`src/rtl/dut_vector_driver.sv`:
```
`default_nettype none
// ============================================================================
// dut_vector_driver : drives LFSR/counter stimulus into the arithmetic datapath
//                     and compacts the returned responses into a 10-bit MISR.
// Revision: 1.0
// ============================================================================
module dut_vector_driver #(
   parameter int         NUM_VECTORS   = 64,
   parameter int         CAPTURE_DELAY = 0,
   parameter logic [5:0] DEFAULT_SEED  = 6'h01
) (
   input  logic                               clk,
   input  logic                               rst,
   input  logic                               start,
   input  logic                               mode,
   input  logic                               seed_load,
   input  logic [5:0]                         seed,
   output logic [5:0]                         stim_data,
   input  logic [9:0]                         resp_data,
   output logic                               busy,
   output logic                               done,
   output logic [9:0]                         signature,
   output logic [$clog2(NUM_VECTORS+1)-1:0]   vec_count
);

   localparam int            CW         = $clog2(NUM_VECTORS + 1);
   localparam logic [CW-1:0] LAST_IDX   = CW'(NUM_VECTORS - 1);
   localparam logic [1:0]    DRAIN_LAST = (CAPTURE_DELAY > 0) ? 2'(CAPTURE_DELAY - 1) : 2'd0;

   typedef enum logic [1:0] {
      S_IDLE  = 2'd0,
      S_DRIVE = 2'd1,
      S_DRAIN = 2'd2,
      S_DONE  = 2'd3
   } state_t;

   state_t        state_q, state_d;
   logic [5:0]    lfsr_q,  lfsr_d;
   logic [5:0]    stim_q,  stim_d;
   logic [9:0]    sig_q,   sig_d;
   logic [CW-1:0] cnt_q,   cnt_d;
   logic          mode_q,  mode_d;
   logic [1:0]    drain_q, drain_d;

   logic          fold;
   logic [5:0]    seed_fixed;
   logic [5:0]    lfsr_next;

   // An all-zero seed would lock the LFSR, so it is forced to 1.
   assign seed_fixed = (seed == 6'h00) ? 6'h01 : seed;
   assign lfsr_next  = {lfsr_q[4:0], lfsr_q[5] ^ lfsr_q[4]};

   generate
      if (CAPTURE_DELAY == 0) begin : g_direct
         assign fold = (state_q == S_DRIVE);
      end else begin : g_pipe
         // Bit k set means the vector driven k+1 cycles ago still awaits its fold.
         logic [CAPTURE_DELAY-1:0] vld_q;
         always_ff @(posedge clk) begin
            if (rst) begin
               vld_q <= '0;
            end else begin
               vld_q <= CAPTURE_DELAY'({vld_q, (state_q == S_DRIVE)});
            end
         end
         assign fold = vld_q[CAPTURE_DELAY-1];
      end
   endgenerate

   always_comb begin
      state_d = state_q;
      lfsr_d  = lfsr_q;
      stim_d  = stim_q;
      sig_d   = sig_q;
      cnt_d   = cnt_q;
      mode_d  = mode_q;
      drain_d = drain_q;

      if (fold) begin
         sig_d = {sig_q[8:0], sig_q[9] ^ sig_q[6]} ^ resp_data;
      end

      case (state_q)
         S_IDLE, S_DONE: begin
            if (seed_load) begin
               lfsr_d = seed_fixed;
            end
            if (start) begin
               state_d = S_DRIVE;
               sig_d   = '0;
               cnt_d   = '0;
               mode_d  = mode;
               stim_d  = mode ? 6'h00 : lfsr_d;
            end
         end
         S_DRIVE: begin
            cnt_d = cnt_q + 1'b1;
            if (!mode_q) begin
               lfsr_d = lfsr_next;
            end
            if (cnt_q == LAST_IDX) begin
               state_d = (CAPTURE_DELAY > 0) ? S_DRAIN : S_DONE;
               drain_d = 2'd0;
            end else begin
               stim_d = mode_q ? (stim_q + 6'd1) : lfsr_next;
            end
         end
         S_DRAIN: begin
            drain_d = drain_q + 2'd1;
            if (drain_q == DRAIN_LAST) begin
               state_d = S_DONE;
            end
         end
         default: state_d = S_IDLE;
      endcase
   end

   always_ff @(posedge clk) begin
      if (rst) begin
         state_q <= S_IDLE;
         lfsr_q  <= DEFAULT_SEED;
         stim_q  <= 6'h00;
         sig_q   <= 10'h000;
         cnt_q   <= '0;
         mode_q  <= 1'b0;
         drain_q <= 2'd0;
      end else begin
         state_q <= state_d;
         lfsr_q  <= lfsr_d;
         stim_q  <= stim_d;
         sig_q   <= sig_d;
         cnt_q   <= cnt_d;
         mode_q  <= mode_d;
         drain_q <= drain_d;
      end
   end

   assign stim_data = stim_q;
   assign signature = sig_q;
   assign vec_count = cnt_q;
   assign busy      = (state_q == S_DRIVE) || (state_q == S_DRAIN);
   assign done      = (state_q == S_DONE);

endmodule
`default_nettype wire

```
`config.mk`:
```
export PLATFORM = sky130hd
export DESIGN_NAME = dut_vector_driver
export DESIGN_NICKNAME = d
export VERILOG_FILES = /design/src/rtl/dut_vector_driver.sv
export SDC_FILE = /design/constraint.sdc
export NUM_CORES = 1
export LEC_CHECK = 0
export ABC_AREA = 1
export CORE_MARGIN = 2
export CORE_UTILIZATION = 38
export DETAILED_ROUTE_END_ITERATION = 10
export GPL_TIMING_DRIVEN = 0
export HOLD_SLACK_MARGIN = 0.02
export SETUP_SLACK_MARGIN = 0.4
export SYNTH_ARGS = -nofsm -noshare
export SYNTH_HDL_FRONTEND = slang
export SYNTH_SLANG_ARGS = --single-unit
export TNS_END_PERCENT = 30
```
`constraint.sdc`:
```
create_clock -name clk -period 2 [get_ports clk]
set_clock_uncertainty 0.2 [all_clocks]
set_input_delay 0.3 -clock clk [delete_from_list [all_inputs] [get_ports clk]]
set_output_delay 0.3 -clock clk [all_outputs]
set_load 0.05 [all_outputs]
```
==> out/metrics.csv <==
metric,value,unit
status,finished clean,
worst hold slack,261,ps
critical path class,flop to output pin,
Fill cells,512,
IO Pins,46,
row count,26,
WL/cell,11.0,um
share of cells above drive strength 1,23.0,%
final worst setup slack,301,ps
RSZ-0062 raised after global routing,yes,
syn_nets,327,
Max clock buf depth,2,
Peak Freq,589,MHz
Netlist Area Pre-Place,1960,um2
Post-Synthesis Cells,300,
GRT overflow,0,
WL final,4740,um
register area share after synthesis,34.6,%
Routed Antenna Nets,0,
"Area growth, synth to finish",42.4,%
clock sinks,34,
"Arr. time, crit path",1200,ps
Hold Crit Start,vec_count[4],
Total GRT Usage,16.6,%
CTS tree,yes,
Port Buffer Count,45,
synthesized flop and latch total,34,
number of antenna diodes,0,
RR Startpoint,state_q[1],
die area,5760,um2
Finished Core Util,55.5,%
Rel. slew slack,67.5,%
clock root cell,clkbuf_8,
drt first pass iters,4,
Final Max Tran Viols,0,
Clock Latency Late Sink,280,ps
leakage dissipation,1.33,nW
die height,75.9,um
"most common cell after layout, fill and taps aside",nand2_1,
multi-input combinational cell area,1180,um2
antenna violations before repair,0,
"critical path, cell by cell",inv_2 > ha_4 > inv_8 > buf_8,
slew of the pin with the lowest slew margin,490,ps
CP max FO,5,
Worst Setup End Kind,output pin,
Register Area,701,um2
die span in x,75.9,um
Crit. Startpoint,state_q[0],
count of final hold-check violations,0,
worst path required time,1500,ps
CP bufs+invs,3,
dpl ws,-6.52,ps
CP startpoint kind,flop,
Top delay family on crit path,flip-flops,
Final Net Count,387,
clk slew on worst S/H paths,70,ps
post-DP HPWL,3430,um
DR vias,2007,
CTS Buf Count,5,
Max Cap Violations,0,
"commonest cells after routing, fill and taps aside","nand2_1 (63), nor2_1 (41), inv_1 (39)",
Cell Pwr Density,1490,nW/um2
first-pass GRT wire length,8060,um
maximum vdd drop,762,uV
highest-delay cell along the critical path,dfxtp_2,
path category of the worst min-delay check,flop to flop,
DR vias/cell,4.66,
CP peak stage delay,350,ps
GPL Wtd Cong,0.887,
Floorplan Core Area,5040,um2
synthesized area per cell,6.55,um2
initial core utilization,39.0,%
htree depth,2,
DRC viols,0,
period utilization,85.0,%
Period minus WS final,1700,ps
Ys Warns,0,
vias in the first global route,1848,
"Distinct cells, synth",28,
"Setup violations, final",0,
pin count of the biggest net entering global routing,11,
Iter 0 DRT Violations,90,
==> worst paths after layout <==
| path | end | depth (start not counted) | slack [ps] |
|---|---|---|---|
| max reg2reg | stim_data[0] | 11 | 340 |
| max | busy | 4 | 300 |
| min | vec_count[4] | 2 | 260 |
| min reg2reg | vec_count[4] | 2 | 260 |
==> metrics by stage <==
stage          instance area [um2]  setup TNS, ps  power (mW)  cells
4_1_cts                       2650              0        3.84    424
5_1_grt                       2800              0        4.48    431
2_1_floorplan                 2010              0        2.71    300
3_3_place_gp                  2540              0        3.28    415
6_report                      2800              0        4.16    431
3_5_place_dp                  2540          -6.52        3.29    415
==> timing repair <==
action	4_1_cts	5_1_grt
gates cloned	0	0
resized for setup	72	41
endpoints found under the setup margin	53	47
hold buffers	0	0
pin swaps	1	10
buffers inserted	1	7
==> synthesized netlist by cell type (all sizes together) <==
| cell type | number | area, um2 |
|---|---|---|
| nand3b | 1 | 7.51 |
| nand4 | 2 | 12.5 |
| dfxtp | 34 | 681 |
| nand3 | 21 | 110 |
| xnor2 | 4 | 35.0 |
| a211oi | 1 | 7.51 |
| nor3 | 1 | 5.00 |
| nand2 | 75 | 314 |
| xor2 | 9 | 78.8 |
| o21a | 1 | 7.51 |
| o21bai | 1 | 7.51 |
| a31oi | 3 | 18.8 |
| ha | 6 | 75.1 |
| inv | 45 | 169 |
| a21oi | 17 | 85.1 |
| buf | 4 | 28.8 |
| o21ai | 24 | 120 |
| o22ai | 1 | 6.26 |
| nor2 | 47 | 181 |
| clkbuf | 3 | 13.8 |
==> per-layer routing <==
layer | share of wire [%] | track usage (%) | vias up
met5 | 0 | 0 | -
met4 | 1.2 | 4.91 | 0
met3 | 4.5 | 3.93 | 6
li1 | - | - | 1064
met1 | 47 | 20.8 | 888
met2 | 47 | 28.3 | 49
==> kinds of logic after synthesis <==
family | share of synthesized area [%]
buffers and inverters | 10.8
AO/OA/AOI/OAI | 12.9
XOR/XNOR | 5.80
AND/OR/NAND/NOR | 32.1
flip-flops | 34.6
adder cells (fa/ha/maj) | 3.82
==> cell type report <==
class	instances	area share (%)
flip-flops and latches	34	25.0
multi-input cells	214	42.2
clock inverters	1	0.179
clock buffers	7	3.09
well taps	70	3.13
repair buffers	53	18.0
plain buffers	7	1.92
inverters	45	6.48
==> registers in the layout, summed over array words and instances, names as in the netlist <==
name       cells
drain_q        2
lfsr_q         6
mode_q         1
signature     10
state_q        2
stim_data      6
vec_count      7
==> power breakdown <==
group | switching [mW] | leakage [nW] | total [mW] | internal [mW]
clock | 0.261 | 0.0482 | 0.540 | 0.278
sequential | 0.206 | 0.284 | 1.10 | 0.894
combinational | 1.56 | 0.993 | 2.52 | 0.961
==> worst min-delay path: stages (launching register included) <==
cell     delay (ps)
dfxtp_2         340
inv_1            50
a21oi_1          50
No activity file was read; power rests on OpenSTA's default activity.
